<file path="src/rtl/basket_controller.sv">
// basket_controller: shopping-basket table of (product ID, quantity) entries.
// Sequences add (search + merge/append), cancel (shift-compaction) and clear
// operations behind a busy/done handshake. It also provides a registered read
// port for the display.
module basket_controller #(
    parameter int NUM_SLOTS = 8,
    parameter int ID_W      = 4,
    parameter int QTY_W     = 3,
    parameter int IDX_W     = 3
) (
    input  logic             CLOCK_50,
    input  logic             RESET,
    input  logic             add_req,
    input  logic [ID_W-1:0]  add_id,
    input  logic [QTY_W-1:0] add_qty,
    input  logic             cancel_req,
    input  logic [IDX_W-1:0] cancel_idx,
    input  logic             clear_req,
    output logic             busy,
    output logic             done,
    output logic [1:0]       status,
    output logic             sat,
    output logic [IDX_W:0]   count,
    input  logic [IDX_W-1:0] rd_idx,
    output logic [ID_W-1:0]  rd_id,
    output logic [QTY_W-1:0] rd_qty,
    output logic             rd_valid
);

    typedef enum logic [2:0] {
        IDLE, SEARCH, MERGE, APPEND, SHIFT, CLEAR, DONE
    } state_t;

    localparam logic [1:0]     ST_OK_NEW    = 2'b00;
    localparam logic [1:0]     ST_OK_MERGED = 2'b01;
    localparam logic [1:0]     ST_ERR_FULL  = 2'b10;
    localparam logic [1:0]     ST_ERR_ARG   = 2'b11;
    localparam logic [IDX_W:0] FULL_COUNT   = (IDX_W+1)'(NUM_SLOTS);
    localparam logic [QTY_W:0] QTY_MAX      = {1'b0, {QTY_W{1'b1}}};

    state_t           state_reg;
    logic [IDX_W:0]   count_reg;
    logic [IDX_W:0]   ptr_reg;      // search slot / shift destination slot
    logic [IDX_W:0]   last_reg;     // index of the last valid slot when a cancel starts
    logic [ID_W-1:0]  op_id_reg;
    logic [QTY_W-1:0] op_qty_reg;
    logic             busy_reg;
    logic             done_reg;
    logic             sat_reg;
    logic [1:0]       status_reg;

    logic [ID_W-1:0]  id_mem  [NUM_SLOTS];
    logic [QTY_W-1:0] qty_mem [NUM_SLOTS];

    logic [ID_W-1:0]  rd_id_reg;
    logic [QTY_W-1:0] rd_qty_reg;
    logic             rd_valid_reg;

    // Slot-write decode shared by merge, append and shift.
    logic [IDX_W-1:0]     ptr_idx;
    logic [IDX_W-1:0]     nxt_idx;
    logic [QTY_W:0]       merge_sum;
    logic                 merge_clip;
    logic [QTY_W-1:0]     merge_qty;
    logic                 wr_en;
    logic [IDX_W-1:0]     wr_sel;
    logic [ID_W-1:0]      wr_id;
    logic [QTY_W-1:0]     wr_qty;
    logic                 clr_all;
    logic [NUM_SLOTS-1:0] slot_hit;

    assign ptr_idx    = ptr_reg[IDX_W-1:0];
    assign nxt_idx    = ptr_idx + 1'b1;
    assign merge_sum  = {1'b0, qty_mem[ptr_idx]} + {1'b0, op_qty_reg};
    assign merge_clip = (merge_sum > QTY_MAX);
    assign merge_qty  = merge_clip ? {QTY_W{1'b1}} : merge_sum[QTY_W-1:0];
    assign clr_all    = (state_reg == CLEAR);

    // Select which slot (if any) is written this cycle and with what data.
    always_comb begin
        wr_en  = 1'b0;
        wr_sel = '0;
        wr_id  = '0;
        wr_qty = '0;
        case (state_reg)
            MERGE: begin
                wr_en  = 1'b1;
                wr_sel = ptr_idx;
                wr_id  = id_mem[ptr_idx];
                wr_qty = merge_qty;
            end
            APPEND: begin
                wr_en  = (count_reg != FULL_COUNT);
                wr_sel = count_reg[IDX_W-1:0];
                wr_id  = op_id_reg;
                wr_qty = op_qty_reg;
            end
            SHIFT: begin
                if (ptr_reg < last_reg) begin
                    wr_en  = 1'b1;
                    wr_sel = ptr_idx;
                    wr_id  = id_mem[nxt_idx];
                    wr_qty = qty_mem[nxt_idx];
                end else if (ptr_reg == last_reg) begin
                    // The vacated tail slot is zeroed so slots >= count stay zero.
                    wr_en  = 1'b1;
                    wr_sel = ptr_idx;
                end
            end
            default: ;
        endcase
    end

    genvar gi;
    generate
        for (gi = 0; gi < NUM_SLOTS; gi++) begin : g_hit
            assign slot_hit[gi] = wr_en && (wr_sel == IDX_W'(gi));
        end
    endgenerate

    // Basket table storage: reset/clear zero every slot, otherwise write the decoded slot.
    always_ff @(posedge CLOCK_50) begin
        for (int k = 0; k < NUM_SLOTS; k++) begin
            if (RESET || clr_all) begin
                id_mem[k]  <= '0;
                qty_mem[k] <= '0;
            end else if (slot_hit[k]) begin
                id_mem[k]  <= wr_id;
                qty_mem[k] <= wr_qty;
            end
        end
    end

    // Operation sequencer with registered handshake and result outputs.
    always_ff @(posedge CLOCK_50) begin
        if (RESET) begin
            state_reg  <= IDLE;
            count_reg  <= '0;
            ptr_reg    <= '0;
            last_reg   <= '0;
            op_id_reg  <= '0;
            op_qty_reg <= '0;
            busy_reg   <= 1'b0;
            done_reg   <= 1'b0;
            sat_reg    <= 1'b0;
            status_reg <= ST_OK_NEW;
        end else begin
            done_reg <= 1'b0;
            case (state_reg)
                IDLE: begin
                    if (clear_req) begin
                        busy_reg  <= 1'b1;
                        state_reg <= CLEAR;
                    end else if (cancel_req) begin
                        busy_reg <= 1'b1;
                        if ({1'b0, cancel_idx} >= count_reg) begin
                            state_reg  <= DONE;
                            done_reg   <= 1'b1;
                            status_reg <= ST_ERR_ARG;
                            sat_reg    <= 1'b0;
                        end else begin
                            state_reg <= SHIFT;
                            ptr_reg   <= {1'b0, cancel_idx};
                            last_reg  <= count_reg - 1'b1;
                        end
                    end else if (add_req) begin
                        busy_reg   <= 1'b1;
                        op_id_reg  <= add_id;
                        op_qty_reg <= add_qty;
                        ptr_reg    <= '0;
                        if (add_qty == '0) begin
                            state_reg  <= DONE;
                            done_reg   <= 1'b1;
                            status_reg <= ST_ERR_ARG;
                            sat_reg    <= 1'b0;
                        end else begin
                            state_reg <= SEARCH;
                        end
                    end
                end
                SEARCH: begin
                    // The final cycle (ptr == count) is the "not found" decision.
                    if (ptr_reg == count_reg) begin
                        state_reg <= APPEND;
                    end else if (id_mem[ptr_idx] == op_id_reg) begin
                        state_reg <= MERGE;
                    end else begin
                        ptr_reg <= ptr_reg + 1'b1;
                    end
                end
                MERGE: begin
                    state_reg  <= DONE;
                    done_reg   <= 1'b1;
                    status_reg <= ST_OK_MERGED;
                    sat_reg    <= merge_clip;
                end
                APPEND: begin
                    state_reg <= DONE;
                    done_reg  <= 1'b1;
                    sat_reg   <= 1'b0;
                    if (count_reg != FULL_COUNT) begin
                        count_reg  <= count_reg + 1'b1;
                        status_reg <= ST_OK_NEW;
                    end else begin
                        status_reg <= ST_ERR_FULL;
                    end
                end
                SHIFT: begin
                    // Copy cycles, then the zero/decrement cycle, then one settle cycle.
                    if (ptr_reg < last_reg) begin
                        ptr_reg <= ptr_reg + 1'b1;
                    end else if (ptr_reg == last_reg) begin
                        count_reg <= count_reg - 1'b1;
                        ptr_reg   <= ptr_reg + 1'b1;
                    end else begin
                        state_reg  <= DONE;
                        done_reg   <= 1'b1;
                        status_reg <= ST_OK_NEW;
                        sat_reg    <= 1'b0;
                    end
                end
                CLEAR: begin
                    count_reg  <= '0;
                    state_reg  <= DONE;
                    done_reg   <= 1'b1;
                    status_reg <= ST_OK_NEW;
                    sat_reg    <= 1'b0;
                end
                DONE: begin
                    state_reg <= IDLE;
                    busy_reg  <= 1'b0;
                end
                default: begin
                    state_reg <= IDLE;
                    busy_reg  <= 1'b0;
                end
            endcase
        end
    end

    // Display read port: one-cycle latency over the live table; empty slots read as zero.
    always_ff @(posedge CLOCK_50) begin
        if (RESET) begin
            rd_id_reg    <= '0;
            rd_qty_reg   <= '0;
            rd_valid_reg <= 1'b0;
        end else if ({1'b0, rd_idx} < count_reg) begin
            rd_id_reg    <= id_mem[rd_idx];
            rd_qty_reg   <= qty_mem[rd_idx];
            rd_valid_reg <= 1'b1;
        end else begin
            rd_id_reg    <= '0;
            rd_qty_reg   <= '0;
            rd_valid_reg <= 1'b0;
        end
    end

    assign busy     = busy_reg;
    assign done     = done_reg;
    assign status   = status_reg;
    assign sat      = sat_reg;
    assign count    = count_reg;
    assign rd_id    = rd_id_reg;
    assign rd_qty   = rd_qty_reg;
    assign rd_valid = rd_valid_reg;

endmodule

</file>
<file path="config.mk">
export PLATFORM = sky130hd
export DESIGN_NAME = basket_controller
export DESIGN_NICKNAME = d
export VERILOG_FILES = /design/src/rtl/basket_controller.sv
export SDC_FILE = /design/constraint.sdc
export NUM_CORES = 1
export LEC_CHECK = 0
export CORE_MARGIN = 2
export CORE_UTILIZATION = 30
export CTS_BUF_LIST = sky130_fd_sc_hd__clkbuf_4
export DETAILED_ROUTE_END_ITERATION = 7
export GPL_ROUTABILITY_DRIVEN = 0
export PLACE_DENSITY = 0.52
export SYNTH_ARGS = -nofsm -noshare
export SYNTH_HDL_FRONTEND = slang
export SYNTH_SLANG_ARGS = --single-unit
</file>
<file path="constraint.sdc">
create_clock -name CLOCK_50 -period 4.12 [get_ports CLOCK_50]
set_input_delay 0.618 -clock CLOCK_50 [delete_from_list [all_inputs] [get_ports CLOCK_50]]
set_output_delay 0.618 -clock CLOCK_50 [all_outputs]
set_load 0.1 [all_outputs]
</file>
[Yosys cells after proc, flatten, opt, wreduce, memory -nomap -nowiden]
Memories as Yosys holds them, arrays and structs flattened. A register that Yosys moved wholly into a read port is not among the register bits.
Index checks and enable logic that the tools add are counted.
Cells by class
  add/subtract/negate cells: 5
  order comparisons: 4
  equal/unequal tests: 30
  muxes and demuxes: 110
  bitwise logic cells: 21
  reductions and logical operators: 28
Operators with widths (count)
  2-to-1 mux 4 bit: 20
  2-to-1 mux 3 bit: 24
  2-to-1 mux 1 bit: 46
  one-hot mux 4 bit (3 select lines): 3
  AND reduction 7 bit: 3
  equality test 3 bit, second input constant: 6
  2-to-1 mux 2 bit: 9
  != test 3 bit, second input constant: 6
  one-hot mux 3 bit (3 select lines): 2
  bitwise OR 1 bit: 16
  AND reduction 4 bit: 4
  != test 2 bit, second input constant: 7
  equality test 3 x 2 -> 1 bit, second input constant: 4
  equality test 4 bit: 3
  one-hot mux 3 bit (4 select lines): 1
  one-hot mux 2 bit (5 select lines): 1
  zero test 3 bit: 3
  adder 4 x 1 -> 4 bit, second input constant: 2
  logical AND 1 bit: 8
  != test 4 bit, second input constant: 2
  equality test 3 x 1 -> 1 bit, second input constant: 2
  one-hot mux 1 bit (3 select lines): 2
  nonzero test 3 bit: 2
  inverter 1 bit: 5
  other kinds (16): 17
Word-level totals
  bits in registers: 28
  bits in writable memories: 56
  memories: 2
Memory list
  id_mem: words 8, bits a word 4, read ports 3, clocked after memory_dff 2, write ports 8, line 52  | logic [ID_W-1:0] id_mem [NUM_SLOTS];
  qty_mem: words 8, bits a word 3, read ports 3, clocked after memory_dff 2, write ports 8, line 53  | logic [QTY_W-1:0] qty_mem [NUM_SLOTS];

[Longest topological paths before layout]
  depth in word-level cells: 10
  depth in mapped cells: 14
  gate-level depth less buffers: 10

[Worst setup path after synthesis]
Ideal clock, no wire load.
  kind: reg-to-reg
  start point: reg ptr_reg[0]
  end point: mem id_mem[3][0] (enable)
  data arrival time: 3.209 ns
  setup slack: 0.531 ns
  cell stages (with the launch flop): 14
  period minus slack after synthesis: 3.589 ns
  path through: dfxtp_1 > clkbuf_1 > buf_2 > buf_1 > inv_1 > ha_1 > nand4_1 > o31ai_1 > nor3_1 > o21a_1 > o31a_1 > or3_1 > clkbuf_1 > o21ai_0
RTL lines
  start: declaration: line 43  | logic [IDX_W:0] ptr_reg;
  start signal: assignment: line 163  | ptr_reg <= {1'b0, cancel_idx};
  start signal: assignment: line 188  | ptr_reg <= ptr_reg + 1'b1;
  start signal: assignment: line 211  | ptr_reg <= ptr_reg + 1'b1;
  end: declaration: line 52

==> flow_summary.json <==
{
  "wl_mm": 16.3,
  "reg_top3": "id_mem x32, qty_mem x24",
  "clockRootBuffer": "clkbuf_4",
  "ys_async_sr_fraction_pct": 0,
  "p_per_area_mw_per_mm2": 578,
  "synth-seq-cells": 94,
  "synth_edf_count": 56,
  "synth.distinct_cells": 60,
  "p_leak_nw": 2.25,
  "cp_max_fo": 7,
  "status": "finished clean",
  "clock_latency_ns": 0.48,
  "dpl-instance-area_mm2": 0.00649,
  "rsz0062_at_grt": "false",
  "period_needed_ns": 3.33,
  "rows": 51,
  "seq_power_share_pct": 35.6,
  "wire_per_inst_um": 19.3,
  "synth_nets": 589,
  "grt_pass1_vias": 4405,
  "initial_utilization_pct": 30.4,
  "clockPowerShare_pct": 12.0,
  "core_area_mm2": 0.0194,
  "p_int_mw": 2.10,
  "dieArea_mm2": 0.0208,
  "drv_cap": 0,
  "worst_ep_arrival_time_ns": 3.55,
  "syn-cell-area_mm2": 0.00589,
  "setup_viol": 0,
  "finClkSkew_ns": 0.0205,
  "crit_type": "reg -> reg",
  "start_kind": "flip-flop",
  "io_buffers": 34,
  "ioPinCount": 35,
  "place_hpwl_mm": 12.4,
  "final_cell_area_mm2": 0.00660,
  "ant_nets": 0,
  "endpoint_kind": "flip-flop",
  "drv_slew": 0,
  "dr.pass1.iters": 5,
  "fillers": 1968,
  "worst_slew_pin_slew_ns": 1.02,
  "grt_usage_pct": 16.3,
  "cts.repair.resized": 0,
  "drc_errors": 0,
  "max_freq_ghz": 0.300,
  "area_growth_pct": 12.1,
  "largest-register": "id_mem",
  "cts_max_path_buffers": 2,
  "final_cell_mix": "nor2_1 (102), edfxtp_1 (56), mux2i_1 (41)",
  "yosysSeqAreaShare_pct": 41.5,
  "slew_headroom_pct": 32.0,
  "cts_setup_buffers": 0,
  "switchingPower_mw": 1.71,
  "hold_class": "reg -> reg",
  "swShare_pct": 44.9,
  "h-tree-depth": 3,
  "synth_top_cell_area_share_pct": 28.5,
  "antenna_found_initial": 0,
  "grt_pass1_wl_mm": 25.5,
  "via_per_inst": 5.31,
  "largest_register_ffs": 32,
  "die_h_um": 144,
  "vias": 4497,
  "yosys.area.top_type": "edfxtp_1",
  "vdd_drop_max_v": 0.000168,
  "setup-tns-final_ns": 0,
  "synthTopCellsByArea": "edfxtp_1 (29%), mux4_2 (14%), dfxtp_1 (13%)",
  "combPwrFrac_pct": 52.4,
  "final_common_cell": "nor2_1",
  "drive_above_1_share_pct": 15.6,
  "fp.dieW_um": 144,
  "grt_max_degree": 34,
  "cts_tree": "yes",
  "cts_buffers": 9,
  "synth_ff_type": "edfxtp_1",
  "nets": 614,
  "critical_path_required_ns": 4.34,
  "fin_crit_sh_pct": 80.9,
  "syn_inst": 552,
  "synth_warnings": 0,
  "synth.avg_cell_area_um2": 10.7,
  "overflow": 0,
  "utilization_pct": 34.0,
  "drt_iter0_drc": 339,
  "cts_hold_buffers": 0,
  "path_clk_slew_ns": 0.16,
  "cts_sinks": 94,
  "timing_hold_violations_final": 0,
  "diodes": 0
}
[power by group through the flow]
stage	Combinational, mW	Clock (mW)	Sequential [mW]
floorplan	1.37	0	1.49
global placement	1.98	0	1.37
detailed placement	1.99	0	1.38
CTS	2.00	0.475	1.36
global route	2.16	0.508	1.39
finish	2.00	0.457	1.36
[kinds of logic after synthesis]
logic type / share of synthesized area, %
AO/OA/AOI/OAI: 10.8
XOR/XNOR: 1.89
adder cells (fa/ha/maj): 4.16
buffers and inverters: 4.71
flip-flops: 41.5
multiplexers: 21.3
AND/OR/NAND/NOR: 15.7
[per-layer routing]
layer / wire [um] / GRT usage [%]
met3: 771 / 2.12
met1: 7110 / 20.8
met4: 349 / 5.88
met5: 0 / 0
met2: 8090 / 28.3
[synthesized netlist by cell type, drive strengths merged (2+ instances only)]
cell    number
a211o        2
a211oi       8
a21bo        2
a21o         4
a21oi       24
a22oi        6
a311oi       3
a31oi        2
and2         4
and3         2
buf         10
clkbuf      31
dfxtp       38
edfxtp      56
ha          18
inv         13
mux2         3
mux2i       41
mux4        36
nand2       18
nand2b       9
nand3        9
nand3b       3
nand4        2
nor2       102
nor2b       10
nor3        14
nor3b        2
nor4        10
nor4b        2
o21a         7
o21ai       25
o21bai       2
o31ai        2
or2          8
xnor2        8
xor2         3
[worst max-delay path, stage by stage, from the launching register on]
cell      delay, ns
dfxtp_1        0.60
mux4_2         0.55
mux2_2         0.32
ha_1           0.29
a21o_1         0.16
a21o_1         0.23
nor3_1         0.15
nor3_1         0.09
o21ai_0        0.37
nand2b_1       0.26
nor2_1         0.06
[worst paths after layout]
check / start / end / slack, ns / depth (start not counted)
hold reg to reg: status[1] / status[1] / 0.51 / 2
setup / recovery: flip-flop / qty_mem[4][1] / 0.79 / 10
setup reg to reg: flip-flop / qty_mem[4][1] / 0.79 / 10
hold / removal: status[1] / status[1] / 0.51 / 2
[final cells by class]
type | count | area (um^2) | share of cell area [%]
Timing Repair Buffer | 55 | 498 | 7.54
Sequential cell | 94 | 2440 | 37.0
Multi-Input combinational cell | 404 | 3170 | 48.0
Inverter | 13 | 48.8 | 0.739
Clock buffer | 10 | 75.1 | 1.14
Clock inverter | 6 | 36.3 | 0.549
Tap cell | 265 | 332 | 5.02
[per-stage QoR]
step                      worst slack [ns]  hold slack (ns)  total power [mW]  instances
after CTS                            0.823            0.513              3.83        847
after detailed placement             0.748            0.494              3.37        831
after global routing                 0.658            0.531              4.05        847
after global placement               0.818            0.473              3.35        831
final                                0.786            0.508              3.82        847
after floorplan                      0.531            0.465              2.86        552
Note: power is estimated with default switching activity, not from simulation.
